File: config.mk
export PLATFORM = sky130hd
export DESIGN_NAME = arith_issue_ctrl
export DESIGN_NICKNAME = d
export VERILOG_FILES = /design/src/rtl/arith_pkg.sv /design/src/rtl/arith_score_buf.sv /design/src/rtl/arith_issue_ctrl.sv
export SDC_FILE = /design/constraint.sdc
export NUM_CORES = 1
export LEC_CHECK = 0
export BUFFER_PORTS_ARGS = -buffer_cell sky130_fd_sc_hd__buf_2
export CORE_UTILIZATION = 62
export DETAILED_ROUTE_END_ITERATION = 6
export PLACE_DENSITY = 0.82
export SETUP_SLACK_MARGIN = 0.05
export SYNTH_ARGS = -nofsm -noshare
export SYNTH_HDL_FRONTEND = slang
export SYNTH_HIERARCHICAL = 1
export SYNTH_SLANG_ARGS = --single-unit
File: constraint.sdc
create_clock -name clk -period 8.65 [get_ports clk]
set_input_delay 1.2975 -clock clk [delete_from_list [all_inputs] [get_ports clk]]
set_output_delay 1.2975 -clock clk [all_outputs]
set_load 0.01 [all_outputs]
File: src/rtl/arith_pkg.sv
// Shared encodings for the arithmetic issue controller.
// Holds the pipeline operation modes and the sequencer states.
package arith_pkg;

    localparam logic [1:0] MODE_EXP  = 2'd0;
    localparam logic [1:0] MODE_DIV  = 2'd1;
    localparam logic [1:0] MODE_GELU = 2'd2;
    localparam logic [1:0] MODE_AGG  = 2'd3;

    typedef enum logic [2:0] {
        IDLE   = 3'd0,
        FILL   = 3'd1,
        EXP    = 3'd2,
        WAIT   = 3'd3,
        DIV    = 3'd4,
        STREAM = 3'd5
    } state_t;

endpackage

File: src/rtl/arith_score_buf.sv
// K x DW gating-score register file: one synchronous write port, one combinational read port.
// The data array is never reset; the controller always writes an entry before it reads it.
module arith_score_buf #(
    parameter int DW = 16,
    parameter int K  = 8,
    parameter int AW = (K > 1) ? $clog2(K) : 1
) (
    input  logic          clk,
    input  logic          we,
    input  logic [AW-1:0] waddr,
    input  logic [DW-1:0] wdata,
    input  logic [AW-1:0] raddr,
    output logic [DW-1:0] rdata
);

    logic [DW-1:0] mem [K];

    always_ff @(posedge clk) begin
        if (we) begin
            mem[waddr] <= wdata;
        end
    end

    assign rdata = mem[raddr];

endmodule

File: src/rtl/arith_issue_ctrl.sv
// Upstream sequencer for the arithmetic pipeline: buffers a group of gating scores, issues the
// exp+sum and divide passes with fixed spacing, then forwards expert-output elements.
module arith_issue_ctrl
    import arith_pkg::*;
#(
    parameter int DW      = 16,
    parameter int K       = 8,
    parameter int EXP_GAP = 3,
    parameter int DIV_GAP = 3,
    parameter int DRAIN   = 3
) (
    input  logic          clk,
    input  logic          rst,
    input  logic          score_valid,
    output logic          score_ready,
    input  logic [DW-1:0] score_data,
    input  logic          score_last,
    input  logic          tok_valid,
    output logic          tok_ready,
    input  logic [DW-1:0] tok_data,
    input  logic [DW-1:0] tok_psum,
    input  logic          tok_gelu,
    output logic          arith_valid,
    output logic [DW-1:0] arith_data,
    output logic [DW-1:0] arith_psum,
    output logic [1:0]    arith_mode,
    output logic          busy,
    output logic          err_overflow,
    output logic [2:0]    dbg_state
);

    localparam int CW = $clog2(K + 1);
    localparam int AW = (K > 1) ? $clog2(K) : 1;
    localparam int GW = $clog2(EXP_GAP + DRAIN + DIV_GAP + 1);
    // Quiet cycles after the last exp issue: the normal exp spacing plus the drain window,
    // minus the cycle spent moving from WAIT into DIV.
    localparam int WAIT_LOAD = EXP_GAP + DRAIN - 2;

    state_t        state, state_nx;
    logic [CW-1:0] cnt, cnt_nx;
    logic [CW-1:0] idx, idx_nx;
    logic [CW-1:0] agg_left, agg_nx;
    logic [GW-1:0] gap, gap_nx;

    logic          valid_nx;
    logic [1:0]    mode_nx;
    logic [DW-1:0] data_nx;
    logic [DW-1:0] psum_nx;
    logic          ovf_nx;

    logic          buf_we;
    logic [AW-1:0] buf_waddr;
    logic [DW-1:0] buf_rdata;
    logic          score_hs;
    logic          tok_hs;

    // A transfer happens on a rising edge where both valid and ready are high; ready is a
    // registered copy of the state so the producer never sees it change mid-cycle.
    assign score_hs  = score_valid & score_ready;
    assign tok_hs    = tok_valid & tok_ready;
    assign dbg_state = state;

    arith_score_buf #(
        .DW (DW),
        .K  (K),
        .AW (AW)
    ) u_score_buf (
        .clk   (clk),
        .we    (buf_we),
        .waddr (buf_waddr),
        .wdata (score_data),
        .raddr (idx[AW-1:0]),
        .rdata (buf_rdata)
    );

    always_comb begin
        state_nx  = state;
        cnt_nx    = cnt;
        idx_nx    = idx;
        agg_nx    = agg_left;
        gap_nx    = (gap != '0) ? gap - GW'(1) : '0;
        valid_nx  = 1'b0;
        mode_nx   = arith_mode;
        data_nx   = arith_data;
        psum_nx   = arith_psum;
        ovf_nx    = 1'b0;
        buf_we    = 1'b0;
        buf_waddr = cnt[AW-1:0];

        case (state)
            IDLE: begin
                if (score_hs) begin
                    buf_we    = 1'b1;
                    buf_waddr = '0;
                    cnt_nx    = CW'(1);
                    idx_nx    = '0;
                    gap_nx    = '0;
                    state_nx  = score_last ? EXP : FILL;
                end
            end
            FILL: begin
                if (score_hs) begin
                    buf_we = 1'b1;
                    cnt_nx = cnt + CW'(1);
                    if (score_last) begin
                        state_nx = EXP;
                    end else if (cnt == CW'(K - 1)) begin
                        state_nx = EXP;
                        ovf_nx   = 1'b1;
                    end
                end
            end
            EXP: begin
                if (gap == '0) begin
                    valid_nx = 1'b1;
                    mode_nx  = MODE_EXP;
                    data_nx  = buf_rdata;
                    psum_nx  = '0;
                    if (idx == cnt - CW'(1)) begin
                        idx_nx   = '0;
                        gap_nx   = GW'(WAIT_LOAD);
                        state_nx = WAIT;
                    end else begin
                        idx_nx = idx + CW'(1);
                        gap_nx = GW'(EXP_GAP - 1);
                    end
                end
            end
            WAIT: begin
                if (gap == '0) begin
                    state_nx = DIV;
                end
            end
            DIV: begin
                if (gap == '0) begin
                    valid_nx = 1'b1;
                    mode_nx  = MODE_DIV;
                    data_nx  = buf_rdata;
                    psum_nx  = '0;
                    if (idx == cnt - CW'(1)) begin
                        idx_nx   = '0;
                        agg_nx   = cnt;
                        state_nx = STREAM;
                    end else begin
                        idx_nx = idx + CW'(1);
                        gap_nx = GW'(DIV_GAP - 1);
                    end
                end
            end
            STREAM: begin
                if (tok_hs) begin
                    valid_nx = 1'b1;
                    data_nx  = tok_data;
                    if (tok_gelu) begin
                        mode_nx = MODE_GELU;
                        psum_nx = '0;
                    end else begin
                        mode_nx = MODE_AGG;
                        psum_nx = tok_psum;
                        agg_nx  = agg_left - CW'(1);
                        if (agg_left == CW'(1)) begin
                            cnt_nx   = '0;
                            state_nx = IDLE;
                        end
                    end
                end
            end
            default: begin
                state_nx = IDLE;
            end
        endcase
    end

    always_ff @(posedge clk) begin
        if (rst) begin
            state        <= IDLE;
            cnt          <= '0;
            idx          <= '0;
            agg_left     <= '0;
            gap          <= '0;
            arith_valid  <= 1'b0;
            arith_mode   <= '0;
            arith_data   <= '0;
            arith_psum   <= '0;
            err_overflow <= 1'b0;
            score_ready  <= 1'b0;
            tok_ready    <= 1'b0;
            busy         <= 1'b0;
        end else begin
            state        <= state_nx;
            cnt          <= cnt_nx;
            idx          <= idx_nx;
            agg_left     <= agg_nx;
            gap          <= gap_nx;
            arith_valid  <= valid_nx;
            arith_mode   <= mode_nx;
            arith_data   <= data_nx;
            arith_psum   <= psum_nx;
            err_overflow <= ovf_nx;
            score_ready  <= (state_nx == IDLE) || (state_nx == FILL);
            tok_ready    <= (state_nx == STREAM);
            busy         <= (state_nx != IDLE);
        end
    end

endmodule
==> reports/results.md <==
- **area share of the largest cell type after synthesis** 48.5%
- **category of the worst setup path launch point** flop
- **filler instances** 742
- **CP Max Fanout** 49
- **Pins Over Slew Limit** 0
- **DRC viols** 0
- **Post-Synthesis Cells** 522
- **worst setup path category** reg2reg
- **leakage power** 3.37 nW
- **required time at the worst-slack endpoint** 8970 ps
- **Hold Buf Count CTS** 0
- **share of total power in sequential cells** 51.6%
- **post-CTS repair timing setup buffer count** 0
- **Die H** 115 um
- **vias in the first global route** 4651
- **ANT nets after route** 0
- **detailed placer's ending HPWL** 10.5 mm
- **syn nets** 583
- **number of flops mapped to enable cells by yosys** 128
- **most used flip-flop cell after synthesis** sky130_fd_sc_hd__edfxtp_1
- **count of TritonRoute iterations in the first routing pass** 5
- **met3 Track Usage GR** 5.01%
- **Highest Clock Rate** 0.315 GHz
- **largest net degree at the start of global routing** 56
- **Slew @ Worst Pin** 1190 ps
- **arrival time at the worst endpoint** 3490 ps
- **Clock H-tree levels** 4
- **x dimension of the die** 115 um
- **clock transition time at the flip-flop clock pins of the worst setup and hold paths** 70 ps
- **Cell Count, Final, Fillers Out** 796
- **minimum clock period after layout** 3170 ps
- **setup slack of the critical path after layout** 5480 ps
- **clock sink count** 186
- **Layout Skew** 9.37 ps
- **Comb power frac** 10.6%
- **clock latency on the worst-skew pair** 430 ps
- **maximum buffer depth of the clock tree** 2
- **clock group share of total power** 37.9%
- **pre-CTS setup slack** 5500 ps
- **Synthesis Warnings** 6
- **number of buffer cells added on primary ports** 95
- **placer congestion estimate** 0.808
- **top cells by area, synth** sky130_fd_sc_hd__edfxtp_1 (49%), sky130_fd_sc_hd__dfxtp_1 (15%), sky130_fd_sc_hd__mux4_1 (9.3%)
- **Yosys reg bits** 186
- **detailed-route via count** 4898
- **number of gates resized after CTS** 0
- **die area** 0.0132 mm^2
- **cts bufs inserted** 17
- **Cell Int Power** 1.45 mW
- **global router's overall resource usage** 26.5%
- **Rel. slew slack** 20.2%
- **net switching component of the power** 496 uW
- **final-report setup violation count** 0
- **final total negative setup slack** 0 ps
- **category of the worst setup path capture point** flop
- **layout-stage area growth over the synthesis result** 14.4%
- **total count of hold-check failures in the final report** 0
- **ratio of routed vias to standard cells** 6.15
- **run status** finished, final reports clean
- **Avg Synthesized Cell Area** 15.2 um^2
- **effective utilization at floorplan** 64.8%
- **sequential area share after synthesis** 63.2%
- **Root Driver** sky130_fd_sc_hd__clkbuf_16
- **cell count after placement** 763
- **routed wire length per instance** 20.6 um
- **iteration-0 DRC count of the detailed router** 475
- **global-route track usage on met1** 37.3%
- **initial antenna violation count** 1
- **number of nets in the layout** 675
- **overall routed net length** 16.4 mm
- **period utilisation layout** 36.7%
- **fraction of layout cells with a size suffix above 1** 29.2%
- **TritonCTS clock tree** done
- **unrepaired setup endpoints after global routing** false
- **grt met2 use** 41.7%
- **max capacitance violation total** 0
- **async set-or-reset flop fraction in the synthesized netlist** 0%
- **cell area after synthesis** 0.00792 mm^2
- **unique cell type count in the Yosys netlist** 66
- **P per Cell Area** 215 mW/mm^2
- **most area-hungry cell type in the Yosys netlist** sky130_fd_sc_hd__edfxtp_1
- **Core Box Area** 0.0122 mm^2
- **worst voltage drop across the vdd grid** 0.000153 V
- **Net Sw Frac** 25.4%
- **GR Overflow Total** 0
- **class of the most critical hold timing path** reg2reg
- **global route hottest layer** met2
- **wire length of the first global-routing pass** 25.3 mm
- **# rows** 40
- **Boundary Pins** 96
[metal layers]
metal  vias up  share of wire (%)
met4         0                1.7
met1      2432                 45
li1       2222                  -
met5         -                  0
met3        21                6.1
met2       223                 48
[metrics by stage]
stage | instance area (um^2) | total power [mW] | hold slack [ps] | utilization, %
2_1_floorplan | 7920 | 1.16 | 427 | -
3_3_place_gp | 8480 | 1.22 | 434 | 69.5
3_5_place_dp | 8480 | 1.23 | 446 | 69.5
4_1_cts | 9050 | 1.96 | 456 | 74.1
5_1_grt | 9050 | 2.01 | 467 | 74.1
6_report | 9050 | 1.95 | 453 | 74.1
[cell type report]
| class | instances | area, um^2 | share of cell area (%) |
|---|---|---|---|
| clock buffer | 17 | 425 | 4.70 |
| multi-input combinational | 294 | 2680 | 29.6 |
| sequential | 186 | 5010 | 55.3 |
| clock inverter | 15 | 144 | 1.59 |
| tap | 168 | 210 | 2.32 |
| antenna | 1 | 2.50 | 0.0276 |
| inverter | 11 | 41.3 | 0.456 |
| timing repair buffer | 104 | 543 | 6.00 |
[Yosys cell counts (10+ instances only)]
library cell and instances:
sky130_fd_sc_hd__nor3_1 10, sky130_fd_sc_hd__a21oi_1 28, sky130_fd_sc_hd__a211oi_1 15, sky130_fd_sc_hd__nand3_1 20, sky130_fd_sc_hd__mux2i_1 17, sky130_fd_sc_hd__mux4_1 28
sky130_fd_sc_hd__inv_1 11, sky130_fd_sc_hd__nand2_1 27, sky130_fd_sc_hd__mux2_2 16, sky130_fd_sc_hd__dfxtp_1 58, sky130_fd_sc_hd__edfxtp_1 128, sky130_fd_sc_hd__nor2_1 42
[cells by family after synthesis]
| logic type | count (synthesis) | synth area share, % |
|---|---|---|
| adder cells (fa/ha/maj) | 7 | 1.11 |
| buffers and inverters | 42 | 3.13 |
| AO/OA/AOI/OAI | 72 | 6.50 |
| multiplexers | 65 | 14.9 |
| XOR/XNOR | 9 | 1.26 |
| AND/OR/NAND/NOR | 141 | 9.94 |
| flip-flops | 186 | 63.2 |
[state kept, by name, indices dropped and copies added, names as in the netlist]
| register | count |
|---|---|
| err_overflow | 1 |
| idx | 4 |
| gap | 4 |
| tok_ready | 1 |
| busy | 1 |
| score_ready | 1 |
| cnt | 4 |
| arith_data | 16 |
| arith_mode | 2 |
| arith_psum | 16 |
| u_score_buf/mem | 128 |
| dbg_state | 3 |
| arith_valid | 1 |
| agg_left | 4 |
[power by group through the flow]
stage	combinational, mW	clock (mW)	sequential (mW)
floorplan	0.148	0	1.02
finish	0.206	0.738	1.01
global placement	0.193	0	1.02
CTS	0.206	0.746	1.01
global route	0.223	0.780	1.01
detailed placement	0.201	0	1.02
[critical path: stages, from the launching register on]
cell,delay [ps]
sky130_fd_sc_hd__dfxtp_1,740
sky130_fd_sc_hd__nand3b_2,730
sky130_fd_sc_hd__o21ai_4,1170
sky130_fd_sc_hd__nor2_1,130
sky130_fd_sc_hd__a211oi_1,290
[cell usage in the layout (no fill, tap or decap), drive strengths merged, types with 7 or more instances in the layout]
| cell | instances |
|---|---|
| mux2i | 17 |
| a211oi | 19 |
| a21oi | 29 |
| nor2 | 43 |
| nand2 | 28 |
| nor3 | 11 |
| nand3 | 20 |
| inv | 21 |
| dfxtp | 58 |
| ha | 7 |
| nand2b | 8 |
| buf | 104 |
| edfxtp | 128 |
| o21ai | 7 |
| mux4 | 32 |
| clkbuf | 17 |
| mux2 | 16 |
[worst paths after layout]
| check | startpoint | end | slack [ps] | depth (start not counted) |
|---|---|---|---|---|
| min | arith_psum[9] | arith_psum[9] | 450 | 2 |
| max reg2reg | dbg_state[0] | arith_data[2] | 5480 | 4 |
| min reg2reg | arith_psum[9] | arith_psum[9] | 450 | 2 |
| max | dbg_state[0] | arith_data[2] | 5480 | 4 |
No activity file was read; power rests on OpenSTA's default activity.
